`src/rtl/pipe_stage_hs.sv`:
```
// Inter-stage pipeline register with valid/ready handshake, optional 2-entry skid
// buffer, synchronous flush, and control-field squashing on bubbles.
module pipe_stage_hs #(
  parameter int CTRL_W = 3,
  parameter int DATA_W = 52,
  parameter int SKID   = 1
) (
  input  logic              clk,
  input  logic              rst,
  input  logic              flush,
  input  logic              in_valid,
  output logic              in_ready,
  input  logic [CTRL_W-1:0] in_ctrl,
  input  logic [DATA_W-1:0] in_data,
  output logic              out_valid,
  input  logic              out_ready,
  output logic [CTRL_W-1:0] out_ctrl,
  output logic [DATA_W-1:0] out_data,
  output logic [1:0]        occupancy
);

  typedef struct packed {
    logic              v;
    logic [CTRL_W-1:0] ctrl;
    logic [DATA_W-1:0] data;
  } entry_t;

  entry_t m_q, s_q;
  logic   in_fire, m_load;

  assign in_fire   = in_valid & in_ready;
  assign m_load    = ~m_q.v | out_ready;
  assign out_valid = m_q.v;
  assign out_data  = m_q.data;
  assign out_ctrl  = m_q.v ? m_q.ctrl : '0;
  assign occupancy = 2'(m_q.v) + 2'(s_q.v);

  // Main entry: refills from skid first so order is preserved.
  always_ff @(posedge clk or posedge rst) begin
    if (rst) begin
      m_q <= '0;
    end else if (flush) begin
      m_q.v    <= 1'b0;
      m_q.ctrl <= '0;
    end else if (m_load) begin
      if (s_q.v) begin
        m_q <= s_q;
      end else begin
        m_q.v    <= in_fire;
        m_q.ctrl <= in_fire ? in_ctrl : '0;
        if (in_fire) m_q.data <= in_data;
      end
    end
  end

  generate
    if (SKID != 0) begin : g_skid
      // in_ready is a pure register output: no comb path from out_ready.
      assign in_ready = ~s_q.v;

      always_ff @(posedge clk or posedge rst) begin
        if (rst) begin
          s_q <= '0;
        end else if (flush) begin
          s_q.v    <= 1'b0;
          s_q.ctrl <= '0;
        end else if (m_load && s_q.v) begin
          s_q.v    <= 1'b0;
          s_q.ctrl <= '0;
        end else if (!m_load && in_fire) begin
          s_q.v    <= 1'b1;
          s_q.ctrl <= in_ctrl;
          s_q.data <= in_data;
        end
      end
    end else begin : g_noskid
      assign in_ready = ~m_q.v | out_ready;
      assign s_q      = '0;
    end
  endgenerate

endmodule

```
`config.mk`:
```
export PLATFORM = sky130hd
export DESIGN_NAME = pipe_stage_hs
export DESIGN_NICKNAME = d
export VERILOG_FILES = /design/src/rtl/pipe_stage_hs.sv
export SDC_FILE = /design/constraint.sdc
export NUM_CORES = 1
export LEC_CHECK = 0
export BUFFER_PORTS_ARGS = -buffer_cell sky130_fd_sc_hd__buf_2
export CORE_MARGIN = 10
export CORE_UTILIZATION = 54
export DETAILED_ROUTE_END_ITERATION = 8
export GPL_ROUTABILITY_DRIVEN = 0
export GPL_TIMING_DRIVEN = 0
export PLACE_DENSITY = 0.8
export SLEW_MARGIN = 40
export SYNTH_ARGS = -nofsm -noshare
export SYNTH_HDL_FRONTEND = slang
export SYNTH_SLANG_ARGS = --single-unit
```
`constraint.sdc`:
```
create_clock -name clk -period 4.1 [get_ports clk]
set_input_delay 0.615 -clock clk [delete_from_list [all_inputs] [get_ports clk]]
set_output_delay 0.615 -clock clk [all_outputs]
set_load 0.1 [all_outputs]
```
# Word-level counts from Yosys, hierarchy flattened
# Cells that the tools add are included.
dict set report word_totals {
  register_bits 112
  inputBits 60
}
dict set report classes {
  n_mux 9
  reduce_logical 8
  n_bitwise 6
  addsub 1
}
# operator n
set ops {}
lappend ops {{$mux W56} 3}
lappend ops {{$mux W52} 1}
lappend ops {{$mux W4} 3}
lappend ops {{$mux W3} 2}
lappend ops {{$reduce_and A3 Y1} 2}
lappend ops {{$not A1 Y1} 4}
lappend ops {{$reduce_bool A2 Y1} 2}
lappend ops {{$reduce_bool A3 Y1} 1}
lappend ops {{$add A1 B1 Y2} 1}
lappend ops {{$logic_and A1 B1 Y1} 2}
lappend ops {{$and A1 B1 Y1} 1}
lappend ops {{$logic_not A1 Y1} 1}
lappend ops {{$or A1 B1 Y1} 1}

# Longest topological paths before layout
# Gate-level depths: netlist (run 1).
dict set report depth {
  depth_word 7
  mapped_depth 5
  ltp_nobuf 3
}

# Least setup slack after synthesis (run 1)
# No wires, ideal clock.
dict set report synth_timing {
  path_type {register to output}
  start {register m_q (netlist bit out_valid)}
  end {output port occupancy[1]}
  slack_ns 1.592
  arrival_time_ns 1.893
  path_stages_with_launch 2
  path_buffers 0
  required_ns 3.485
  path_cell_list {dfrtp_1 > ha_1}
}
dict set report synth_between {
  elab_chain_len 1
}
# element line_no
set synth_rtl {}
lappend synth_rtl {{start: declaration} 28} ;# entry_t m_q, s_q;
lappend synth_rtl {{start signal: assignment} 47} ;# m_q <= s_q;
lappend synth_rtl {{$add A1 B1 Y2} 36} ;# assign occupancy = 2'(m_q.v) + 2'(s_q.v);
lappend synth_rtl {{end: declaration} 19} ;# output logic [1:0] occupancy
# No other way between the ends.

# Final worst setup path (run 1)
dict set report layout_timing {
  start {register s_q[55] (netlist name)}
  end {output port in_ready}
}
dict set report layout_between {
  elab_chain_len 1
}
# element line_no
set layout_rtl {}
lappend layout_rtl {{start: declaration} 28}
lappend layout_rtl {{$not A1 Y1} 59} ;# assign in_ready = ~s_q.v;
lappend layout_rtl {{end: declaration} 12} ;# output logic in_ready,
# No other way between the ends.

==> flow_summary.toml, run 1 <==
[drt]
num_vias = 3141
wl_met2_um = 5659
wl_per_cell_um = 16.79
viasPerCell = 4.923
routed_wl_um = 10710
wl_met1_um = 4436
met3WireLength_um = 450
drc = 0
first_pass_iters = 4
top_layer = "met4"
ant_nets = 0
drt_iter0_drc = 115

[logic_synthesis]
ys_async_sr_fraction_pct = 100.0
synth_top_area_cell = "dfrtp_1"
yosys-top-cells-area = "dfrtp_1 (53%), mux2_2 (32%), buf_4 (7.5%)"
synthFlopType = "dfrtp_1"
yosys.area_share.adder_pct = 0.2365
syn_nets = 431
yosysMostFrequentCell = "mux2_2"
synth_xor_area_share_pct = 0
yosysWarnings = 0
synth_simple_gate_area_share_pct = 2.294
synth_enable_flop_cells = 0
post_synth.cell_area_avg_um2 = 14.30
synth_compound_area_share_pct = 1.537
synth_cell_types = 23
netlist_top_cells_count = "mux2_2 (151), dfrtp_1 (112), buf_4 (53), buf_2 (8)"
ys_seq_area_share_pct = 52.97
synth_area_um2 = 5291
synth-seq-cells = 112
synth_top_area_share_pct = 52.97
syn_inst = 370
synthMuxAreaShare_pct = 33.20
synth_top_family_by_area = "multiplexers"

[clocking]
cts_setup_buffers = 0
clk_pin_slew_worst_paths_ns = 0.10
cts_tree = "yes"
cts_buffers = 9
cts_buffer_depth = 2
htree_levels = 3
post_cts_resize_count = 0
clk_latency_ns = 0.37
cts_hold_buf = 0
cts.sinks = 112
root_buffer = "clkbuf_8"

[timing]
fin_skew_ns = 0.01365
finalSetupViolCount = 0
tightest_slew_ns = 0.6498
min_period_ns = 2.432
final.period_utilization_pct = 59.32
drv_slew = 0
max_slew_margin_pct = 56.68
clock.fmax_mhz = 411.2
hold_viol_final = 0
worst_slack_ns = 1.668
rsz0062_at_grt = "no"

[cells_and_area]
n_antenna_cell = 0
drive_above_1_share_pct = 70.50
multi_input_area_um2 = 1972
area.growth.synth_to_final_pct = 19.77
layout.nets = 561
seq_area_um2 = 2803
fin_util_pct = 65.75
fill_cells = 752

[place]
dp_hpwl_um = 7880
port-buffer-count = 118
post-place-ws_ns = 2.017

[worst_setup_path]
critPathRequiredTime_ns = 3.48
cp-end-kind = "output port"
critical_path_class = "flop to output port"
cp.arrival_ns = 1.82
cp-start-kind = "flop"
ff2ff_path_depth = 4
timing.rr.start = "out_valid"
r2r_slack_ns = 2.26
worstPathMaxFanout = 10
r2r-end = "out_data[1]"

[worst_hold_path]
hp-class = "input port to asynchronous set/reset pin"

[floorplan]
die_area_um2 = 14160
row_count = 36
die_w_um = 119.0
initial_utilization_pct = 54.89
core_um2 = 9639
boundaryPins = 119
dieHeight_um = 119.0

[global_route]
grt_usage_pct = 15.39
grt_first_pass_wirelength_um = 17750
overflow = 0
grt_max_degree = 69
grt_pass1_vias = 3592
antenna_found_initial = 0

[outcome]
status = "completed"

[job]
max_cap_violations = 0

[pwr]
ir_drop_v = 0.0003212
p_leak_nw = 3.007
power_density_nw_per_um2 = 571.4
power_mw = 3.621
## power by group
part           total, mW  leakage [nW]  switching [mW]  internal [mW]
Clock              0.807         0.126           0.369          0.438
Combinational       1.37          1.52           0.954          0.416
Sequential          1.44          1.36           0.110           1.33
## metal layers
layer	track usage, %	vias up
met5	0	-
met4	6.565	0
met3	3.496	10
met2	27.21	59
met1	17.45	1571
li1	-	1501
## final cells by class
cell class	instances	area share, %
clock buffers	11	2.389
clock inverters	5	1.619
repair buffers	119	9.753
well taps	133	2.626
inverters	2	0.2369
multi-input cells	186	31.12
plain buffers	70	8.036
flip-flops and latches	112	44.23
## placed cells by master (no fill, tap or decap), drive strengths merged
master / count
buf: 185
mux2: 156
dfrtp: 112
clkbuf: 15
and2: 5
nand2b: 4
nor2: 4
a211oi: 3
o32ai: 3
bufinv: 3
a31oi: 2
and2b: 2
inv: 2
nor3: 2
nand3b: 1
a21o: 1
a22oi: 1
a21oi: 1
ha: 1
clkinvlp: 1
clkinv: 1
## kinds of logic (layout without fill, tap and decap cells)
group	count (synthesis)	in the layout
fa+ha+maj	1	1
buf+inv	72	207
flops	112	112
simple gates	18	18
mux	156	156
compound gates	11	11
## through the flow
stage               cells  area [µm²]  setup TNS, ns  hold slack (ns)
floorplan             370        5291              0           0.4594
global placement      621        6048         -77.47           0.4697
detailed placement    622        6083              0           0.4842
CTS                   638        6337              0           0.2122
global route          638        6337              0           0.2275
finish                638        6337              0           0.2138
## how the worst max path moves through the flow
stage                     startpoint           to  slack [ns]  cells past startpoint
after floorplan                  rst      m_q[52]        0.53                      1
after global placement           rst  out_data[6]       -0.70                      2
after detailed placement   out_ready  out_data[1]        2.02                      5
after CTS                    s_q[55]     in_ready        1.63                      4
after global routing         s_q[55]     in_ready        1.57                      4
final                        s_q[55]     in_ready        1.67                      4
## critical path: stages (launching register included)
cell,delay [ns]
dfrtp_1,0.46
buf_2,0.24
buf_4,0.21
inv_1,0.09
buf_2,0.44
## flip-flops by register name (all words and copies together) (netlist names)
name,flops
s_q,56
m_q,3
out_data,52
out_valid,1
(Power assumes the default switching activity.)
==> inputs of run 2 (changes only) <==
clock period = 2.4 ns   (was 4.1 ns; I/O delays follow)
==> run 2 against run 1 <==
  * Clock power grew 31%
  * Sequential share of layout area is essentially flat
  * Combinational power grew 72%
  * Largest cell class unchanged
  * Register-to-register slack lost 1.7 ns
  * Cell count grew 0.63%
  * First-iteration DRC count shrank 47%
  * Sequential power grew 72%
==> flow_summary.toml, run 2 (same netlist as run 1, synthesis figures left out) <==
[timing]
min_period_ns = 2.186
max_slew_margin_pct = 58.49
finalSetupViolCount = 0
tightest_slew_ns = 0.6227
drv_slew = 0
finalSetupTns_ns = 0
fin_skew_ns = 0.01274
final.period_utilization_pct = 91.07
clock.fmax_mhz = 457.5
hold_viol_final = 0
rsz0062_at_grt = "no"
worst_slack_ns = 0.2144

[drt]
num_vias = 3169
routed_wl_um = 10620
drc = 0
drt_iter0_drc = 61
first_pass_iters = 4
viasPerCell = 4.936
ant_nets = 0
wl_per_cell_um = 16.54

[cells_and_area]
largest_reg_flops = 56
multi_input_area_um2 = 1972
layout.nets = 564
area.growth.synth_to_final_pct = 19.82
fill_cells = 764
design_area_um2 = 6340
final_cell_mix = "mux2_2 (151), buf_2 (126), dfrtp_1 (112)"
final_common_cell = "mux2_2"
drive_above_1_share_pct = 70.67
largest-register = "s_q"
seq_area_um2 = 2803

[worst_setup_path]
worstPathMaxFanout = 10
cp-end-kind = "output port"
cp.arrival_ns = 1.83
critical_path_class = "flop to output port"
cp-start-kind = "flop"
critPathRequiredTime_ns = 2.04
ff2ff_path_depth = 4

[clocking]
cts_buffer_depth = 2
root_buffer = "clkbuf_8"
cts_buffers = 9
clk_latency_ns = 0.36
clk_pin_slew_worst_paths_ns = 0.10
cts_setup_buffers = 0
cts_hold_buf = 0
post_cts_resize_count = 0
cts_tree = "yes"
cts.sinks = 112
htree_levels = 3

[worst_hold_path]
hp-class = "input port to asynchronous set/reset pin"

[floorplan]
core_um2 = 9639
initial_utilization_pct = 54.89
boundaryPins = 119
row_count = 36
die_w_um = 119.0
dieHeight_um = 119.0
die_area_um2 = 14160

[global_route]
overflow = 0
grt_usage_pct = 14.74
antenna_found_initial = 1
grt_first_pass_wirelength_um = 17190
grt_max_degree = 27
grt_pass1_vias = 3512

[pwr]
power_density_nw_per_um2 = 927.5
ir_drop_v = 0.0005109
p_leak_nw = 3.003
power_mw = 5.880

[place]
port-buffer-count = 118
place_area_um2 = 6147
post-place-ws_ns = 0.5452
dp_hpwl_um = 8261

[job]
max_cap_violations = 0

[outcome]
status = "completed"
run 2: changes by cell type in the layout (fill, tap and decap cells not counted):
cell,change
bufinv_16,-3
clkinv_4,+2
inv_8,-1
diode_2,+1
buf_12,+2
inv_6,+1
buf_16,+1
clkinvlp_4,+1
run 2: path summary, 6_finish.rpt:
check,endpoint,slack (ns),startpoint
setup / recovery,in_ready,0.21,s_q[55]
hold reg to reg,out_data[27],0.50,out_data[27]
setup reg to reg,out_data[15],0.53,out_valid
hold / removal,out_data[29],0.02,rst
min in group clk,s_q[23],0.24,in_data[23]
max in group asynchronous,out_data[6],1.70,rst
run 2: power breakdown:
part	internal (mW)	switching, mW	leakage (nW)
Sequential	2.28	0.192	1.36
Clock	0.441	0.620	0.0959
Combinational	0.720	1.63	1.55
Total	3.44	2.44	3.00
run 2: per-layer routing:
metal	global-route usage (%)	part of all wire (%)	vias to the layer above
met4	4.733	1.8	0
met1	16.39	42	1578
met2	26.94	52	60
li1	-	-	1517
met5	0	0	-
met3	3.637	4.2	14
run 2: layout make-up:
cell class / count / area share, %
tap: 133 / 2.625
inverter: 2 / 0.1776
sequential: 112 / 44.21
multi-input combinational: 186 / 31.10
clock inverter: 5 / 0.6118
timing repair buffer: 122 / 10.82
clock buffer: 11 / 2.388
antenna: 1 / 0.03947
buffer: 70 / 8.032
run 2: stage by stage:
step,hold slack (ns),std cells,util (%)
floorplan,0.4594,370,-
global placement,0.4681,621,62.79
detailed placement,0.4194,625,63.77
CTS,0.01979,641,65.75
global route,0.02536,642,65.77
finish,0.02158,642,65.77
run 2: worst max-delay path, cell delays in order (launching register included):
cell     delay, ns
dfrtp_1       0.45
buf_2         0.25
buf_4         0.22
inv_1         0.10
buf_2         0.45
